--- src/rtl/fetch_unit.sv ---
// Instruction-fetch stage: owns PC and IR, fetches from program memory over a
// req/ack handshake with a bounded wait, and presents Opcode/Imm to the controller.
//
// state  | meaning
// S_IDLE | no fetch outstanding; LoadIR starts one at the current PC
// S_WAIT | mem_req asserted, waiting for mem_ack or timeout
module fetch_unit #(
    parameter int ADDR_W   = 8,
    parameter int INSTR_W  = 8,
    parameter int RESET_PC = 0,
    parameter int TIMEOUT  = 15
) (
    input  logic                 CLK,
    input  logic                 CLB,
    input  logic                 LoadPC,
    input  logic                 SelPC,
    input  logic                 IncPC,
    input  logic                 LoadIR,
    input  logic [ADDR_W-1:0]    RegIn,
    output logic                 mem_req,
    output logic [ADDR_W-1:0]    mem_addr,
    input  logic [INSTR_W-1:0]   mem_rdata,
    input  logic                 mem_ack,
    output logic [ADDR_W-1:0]    PC,
    output logic [3:0]           Opcode,
    output logic [INSTR_W-5:0]   Imm,
    output logic                 IrValid,
    output logic                 Busy,
    output logic                 Fault
);

    localparam int IMM_W = INSTR_W - 4;
    localparam int CW    = $clog2(TIMEOUT + 1);

    typedef enum logic {
        S_IDLE = 1'b0,
        S_WAIT = 1'b1
    } state_t;

    state_t              state_q, state_d;
    logic [ADDR_W-1:0]   pc_q, pc_d;
    logic [ADDR_W-1:0]   addr_q, addr_d;
    logic [INSTR_W-1:0]  ir_q, ir_d;
    logic [CW-1:0]       cnt_q, cnt_d;
    logic                valid_q, valid_d;
    logic                fault_q, fault_d;
    logic [ADDR_W-1:0]   imm_ext;

    always_ff @(posedge CLK or posedge CLB) begin
        if (CLB) begin
            state_q <= S_IDLE;
            pc_q    <= ADDR_W'(RESET_PC);
            addr_q  <= '0;
            ir_q    <= '0;
            cnt_q   <= '0;
            valid_q <= 1'b0;
            fault_q <= 1'b0;
        end else begin
            state_q <= state_d;
            pc_q    <= pc_d;
            addr_q  <= addr_d;
            ir_q    <= ir_d;
            cnt_q   <= cnt_d;
            valid_q <= valid_d;
            fault_q <= fault_d;
        end
    end

    // Branch target from the immediate: zero-extended, or truncated if wider than PC.
    always_comb begin
        imm_ext = ADDR_W'(ir_q[IMM_W-1:0]);
    end

    always_comb begin
        pc_d = pc_q;
        if (LoadPC) begin
            pc_d = SelPC ? imm_ext : RegIn;
        end else if (IncPC) begin
            pc_d = pc_q + ADDR_W'(1);
        end
    end

    always_comb begin
        state_d = state_q;
        addr_d  = addr_q;
        ir_d    = ir_q;
        cnt_d   = cnt_q;
        valid_d = 1'b0;
        fault_d = fault_q;
        case (state_q)
            S_IDLE: begin
                if (LoadIR) begin
                    addr_d  = pc_q;
                    cnt_d   = '0;
                    state_d = S_WAIT;
                end
            end
            S_WAIT: begin
                // An ack on the timeout edge still counts as a normal completion.
                if (mem_ack) begin
                    ir_d    = mem_rdata;
                    valid_d = 1'b1;
                    state_d = S_IDLE;
                end else begin
                    cnt_d = cnt_q + CW'(1);
                    if (cnt_q == CW'(TIMEOUT - 1)) begin
                        ir_d    = '0;
                        fault_d = 1'b1;
                        valid_d = 1'b1;
                        state_d = S_IDLE;
                    end
                end
            end
            default: state_d = S_IDLE;
        endcase
    end

    assign mem_req  = (state_q == S_WAIT);
    assign Busy     = (state_q == S_WAIT);
    assign mem_addr = addr_q;
    assign PC       = pc_q;
    assign Opcode   = ir_q[INSTR_W-1 -: 4];
    assign Imm      = ir_q[IMM_W-1:0];
    assign IrValid  = valid_q;
    assign Fault    = fault_q;

endmodule

--- config.mk ---
export PLATFORM = sky130hd
export DESIGN_NAME = fetch_unit
export DESIGN_NICKNAME = d
export VERILOG_FILES = /design/src/rtl/fetch_unit.sv
export SDC_FILE = /design/constraint.sdc
export NUM_CORES = 1
export LEC_CHECK = 0
export ABC_AREA = 1
export CAP_MARGIN = 20
export CORE_ASPECT_RATIO = 0.8
export CORE_MARGIN = 3
export CORE_UTILIZATION = 49
export DETAILED_ROUTE_END_ITERATION = 8
export PLACE_DENSITY = 0.85
export SLEW_MARGIN = 40
export SYNTH_ARGS = -nofsm -noshare
export SYNTH_HDL_FRONTEND = slang
export SYNTH_SLANG_ARGS = --single-unit
export TNS_END_PERCENT = 10
--- constraint.sdc ---
create_clock -name CLK -period 2.3 [get_ports CLK]
set_input_delay 0.69 -clock CLK [delete_from_list [all_inputs] [get_ports CLK]]
set_output_delay 0.69 -clock CLK [all_outputs]
set_load 0.005 [all_outputs]
# Word level (Yosys, flattened, before mapping)
# Index checks and enable logic that the tools add are counted.
word_totals:
  word_cells: 35
  output_inout_bits: 28
  reg_bits: 31
  inputBits: 23
op_classes:
  reduce_logical: 6
  n_addsub: 2
  mux: 15
  eq_ne: 3
  n_bitwise: 2
op_table:
  columns: ["operator", "count"]
  rows:
  - ["$mux 8", 5]
  - ["$add 8x1->8 const B", 1]
  - ["$mux 4", 2]
  - ["$pmux 4 s2", 1]
  - ["$mux 1", 6]
  - ["$reduce_and 2->1", 3]
  - ["$add 4x1->4 const B", 1]
  - ["$eq 4x4->1 const B", 1]
  - ["$ne 2x2->1 const B", 2]
  - ["$reduce_bool 2->1", 2]
  - ["$reduce_and 3->1", 1]
  - ["$not 1->1", 2]
  - ["$pmux 1 s2", 1]

# Logic depth before layout (Yosys ltp)
depth:
  ltp_word: 4
  mapped_depth: 8

# Least setup slack after synthesis
# OpenSTA, ideal clock, no wires.
synth_path:
  kind: "input-to-reg"
  from: "input port mem_ack"
  to: "register cnt_q[3]"
  setup_ps: 120
  cell_stages: 7
  arrival_time_ps: 1307
  setup_slack_ps: 873
  path_buffers: 1
  cell_sequence: "buf_4 > clkinv_2 > nand2_4 > inv_1 > nand4_1 > o21ai_0 > inv_1"
synth_between:
  elab_chain_cells: 2
synth_rtl:
  columns: ["element", "line_no", "source"]
  rows:
  - ["start: declaration", "23", "input logic mem_ack,"]
  - ["$ne 2x2->1 (no source line)", null, null]
  - ["$reduce_and 2->1 (no source line)", null, null]
  - ["end signal: assignment", "63", "cnt_q <= cnt_d;"]
  - ["end: declaration", "44", "logic [CW-1:0] cnt_q, cnt_d;"]
# No other way between the ends.
# A chain may end at the register's enable or synchronous reset.

# Worst setup path after layout
layout_path:
  from: "register pc_q[2] (netlist: PC[2])"
  to: "output port PC[2]"
layout_lines:
  columns: ["element", "line_no", "source"]
  rows:
  - ["start: declaration", "41", "logic [ADDR_W-1:0] pc_q, pc_d;"]
  - ["start signal: assignment", "52", "pc_q <= ADDR_W'(RESET_PC);"]
  - ["start signal: assignment", "60", "pc_q <= pc_d;"]
  - ["end: declaration", "24", "output logic [ADDR_W-1:0] PC,"]
# No word-level cell between the ends.

==> summary.txt <==
Clock transition at path regs -> 0.07 ns
Max-cap violation count -> 0
Antenna cell count -> 0
Layout area overhead -> 38.3%
Mapped cell area -> 1560 sq um
Crit. Startpoint -> PC[2]
CTS max path bufs -> 2
TritonRoute pass-1 iters -> 4
# nets final -> 260
Worst setup SP type -> flop
Max Slew Vio Count -> 0
Final Cell Area -> 2150 sq um
Status -> complete, no violations
DP Wirelength -> 2.58 mm
Combinational share of power -> 0.288
Die ar. -> 3890 sq um
Critical Path AT -> 1.34 ns
Most common cell after layout, fill and taps aside -> clkdlybuf4s50_1
Power per cell area -> 794 nW/um^2
Largest net degree at the start of global routing -> 32
CTS tree -> done
Die Width -> 69.0 microns
Clk_skew -> 0.00584 ns
Internal power -> 1210 uW
Drt drc -> 0
Top cell type's share of synthesized area -> 0.498
Root buf cell -> clkbuf_8
Slew HR -> 0.739
Distinct cells, synth -> 25
Peak Freq -> 493 MHz
Layout cells sized above 1 -> 0.0851
Worst skew pair latency -> 0.28 ns
Row count -> 17
Sw Share -> 0.292
RSZ-0062 raised after global routing -> no
Critical Path RT -> 1.61 ns
Yosys warns -> 0
All-layer global routing usage -> 0.202
Post-DP Area -> 2050 sq um
Fin crit share -> 0.882
Initial antenna violation count -> 0
ANT nets after route -> 0
GP Congestion -> 0.829
Synth Register Bits -> 31
Register area -> 776 sq um
Via count -> 1390
Min Tclk post-route -> 2.03 ns
Final hold viol count -> 0
Final setup fails -> 0
Drt via density -> 5.09
DRT iter0 DRCs -> 112
Mean Syn Cell Area -> 8.51 sq um
Setup Buffers After CTS -> 0
Clock sinks -> 31
Core ar. -> 2890 sq um
Most frequent cells in the layout -> clkdlybuf4s50_1, dfrtp_1, nand2_1
Critical path endpoint category -> output port
Leading area contributor after synthesis -> dfrtp_1
First-pass GRT wire length -> 6.26 mm
Fillers -> 241
Total grt overflow -> 0
Starting Density -> 0.538
I/O Pins -> 51
Final setup TNS -> 0 ns
Hold buffers post-CTS -> 0
Syn_nets -> 209
Flop pwr share -> 0.434
LEAKAGE -> 0.00101 uW
Clock power share -> 0.278
Crit path largest cell delay -> 0.56 ns
Largest cells by area after synthesis -> dfrtp_1, o21ai_0, nand2_1, nand3_1, inv_1
Critical path type -> reg2out
Vias in the first global route -> 1436
Max FO, Critical Path -> 9
Wire length per cell -> 12.9 microns
Top delay family on crit path -> buffers and inverters
Worst vdd ir -> 0.000442 V
Worst path slowest cell -> clkdlybuf4s50_1
Hold Crit Class -> reg2reg
Worst Tran Pin Value -> 0.392 ns
WP buf/inv -> 1
IO Port Bufs -> 50
H-tree depth -> 2
Area occupied by multi-input gates -> 587 sq um
Hold_ws -> 0.481 ns
TritonCTS Buffers -> 5
Hold path startpoint -> mem_addr[5]
P_sw -> 500 uW
Worst path cell trace -> clkdlybuf4s50_1
DRT Wirelength -> 3.53 mm
CTS-repair resized insts -> 0
Worst R2R Start -> cnt_q[0]
Seq/Total Area, Yosys -> 0.498
Cell count after synthesis -> 183
Die H -> 56.4 microns
[cells in the mapped netlist]
library cell  count
nand3_1          21
buf_4             3
o21ai_0          27
nand4_1           1
mux2_4            1
ha_1              3
dfrtp_1          31
mux2i_1           1
buf_6             4
o21bai_1          1
nand2_1          30
nand2_2           1
a21oi_1           8
inv_2             2
o211ai_1          2
buf_2             2
inv_1            26
clkinv_2          1
a22oi_1           2
nand2_4           1
nor2_1           10
a21oi_2           1
a31oi_1           2
inv_4             1
nor2_4            1
[cell type report]
cell class,instances,share of cell area
Sequential cell,31,0.360
Multi-Input combinational cell,113,0.273
Timing Repair Buffer,53,0.243
Inverter,30,0.0540
Clock buffer,7,0.0447
Tap cell,38,0.0221
Clock inverter,1,0.00349
[per-layer routing]
metal | share of wire | wire length [microns] | vias to the layer above | global-route usage
met5 | 0 | 0 | - | 0
met4 | 0.011 | 40 | 0 | 0.0752
met3 | 0.062 | 220 | 5 | 0.0590
met2 | 0.43 | 1530 | 38 | 0.307
met1 | 0.49 | 1740 | 651 | 0.273
li1 | - | - | 696 | -
[state kept, by name, summed over array words and instances, names as in the netlist]
name and cells:
PC 8, cnt_q 4, mem_addr 8, Busy 1
Fault 1, ir_q 8, IrValid 1
[per-stage QoR]
step	utilization	total power (uW)	instances	setup slack (ns)
after floorplan	-	964	183	0.873
after global placement	0.708	1230	265	0.365
after detailed placement	0.708	1240	265	0.290
after CTS	0.744	1720	273	0.263
after global routing	0.744	1820	273	0.207
final	0.744	1710	273	0.271
[cells by family after synthesis]
kind of cell    count (synthesis)  share of synthesized area
simple gates                   65                      0.187
fa+ha+maj                       3                     0.0241
buf+inv                        39                      0.125
flops                          31                      0.498
mux                             2                     0.0161
compound gates                 43                      0.150
[worst paths after layout]
path	slack [ns]	endpoint	depth (start not counted)
worst min-delay path	0.48	mem_addr[5]	2
worst min register to register	0.48	mem_addr[5]	2
worst max register to register	0.87	ir_q[6]	5
worst max-delay path	0.27	PC[2]	1
max in group asynchronous	1.22	ir_q[2]	3
min in group asynchronous	0.78	mem_addr[5]	3
[power by group through the flow]
stage	registers (uW)	logic [uW]	clock network (uW)
final	742	493	475
after global routing	760	551	509
after CTS	741	500	480
after detailed placement	748	495	0
after global placement	746	482	0
after floorplan	742	222	0
Power figures use the tool's default switching activity.
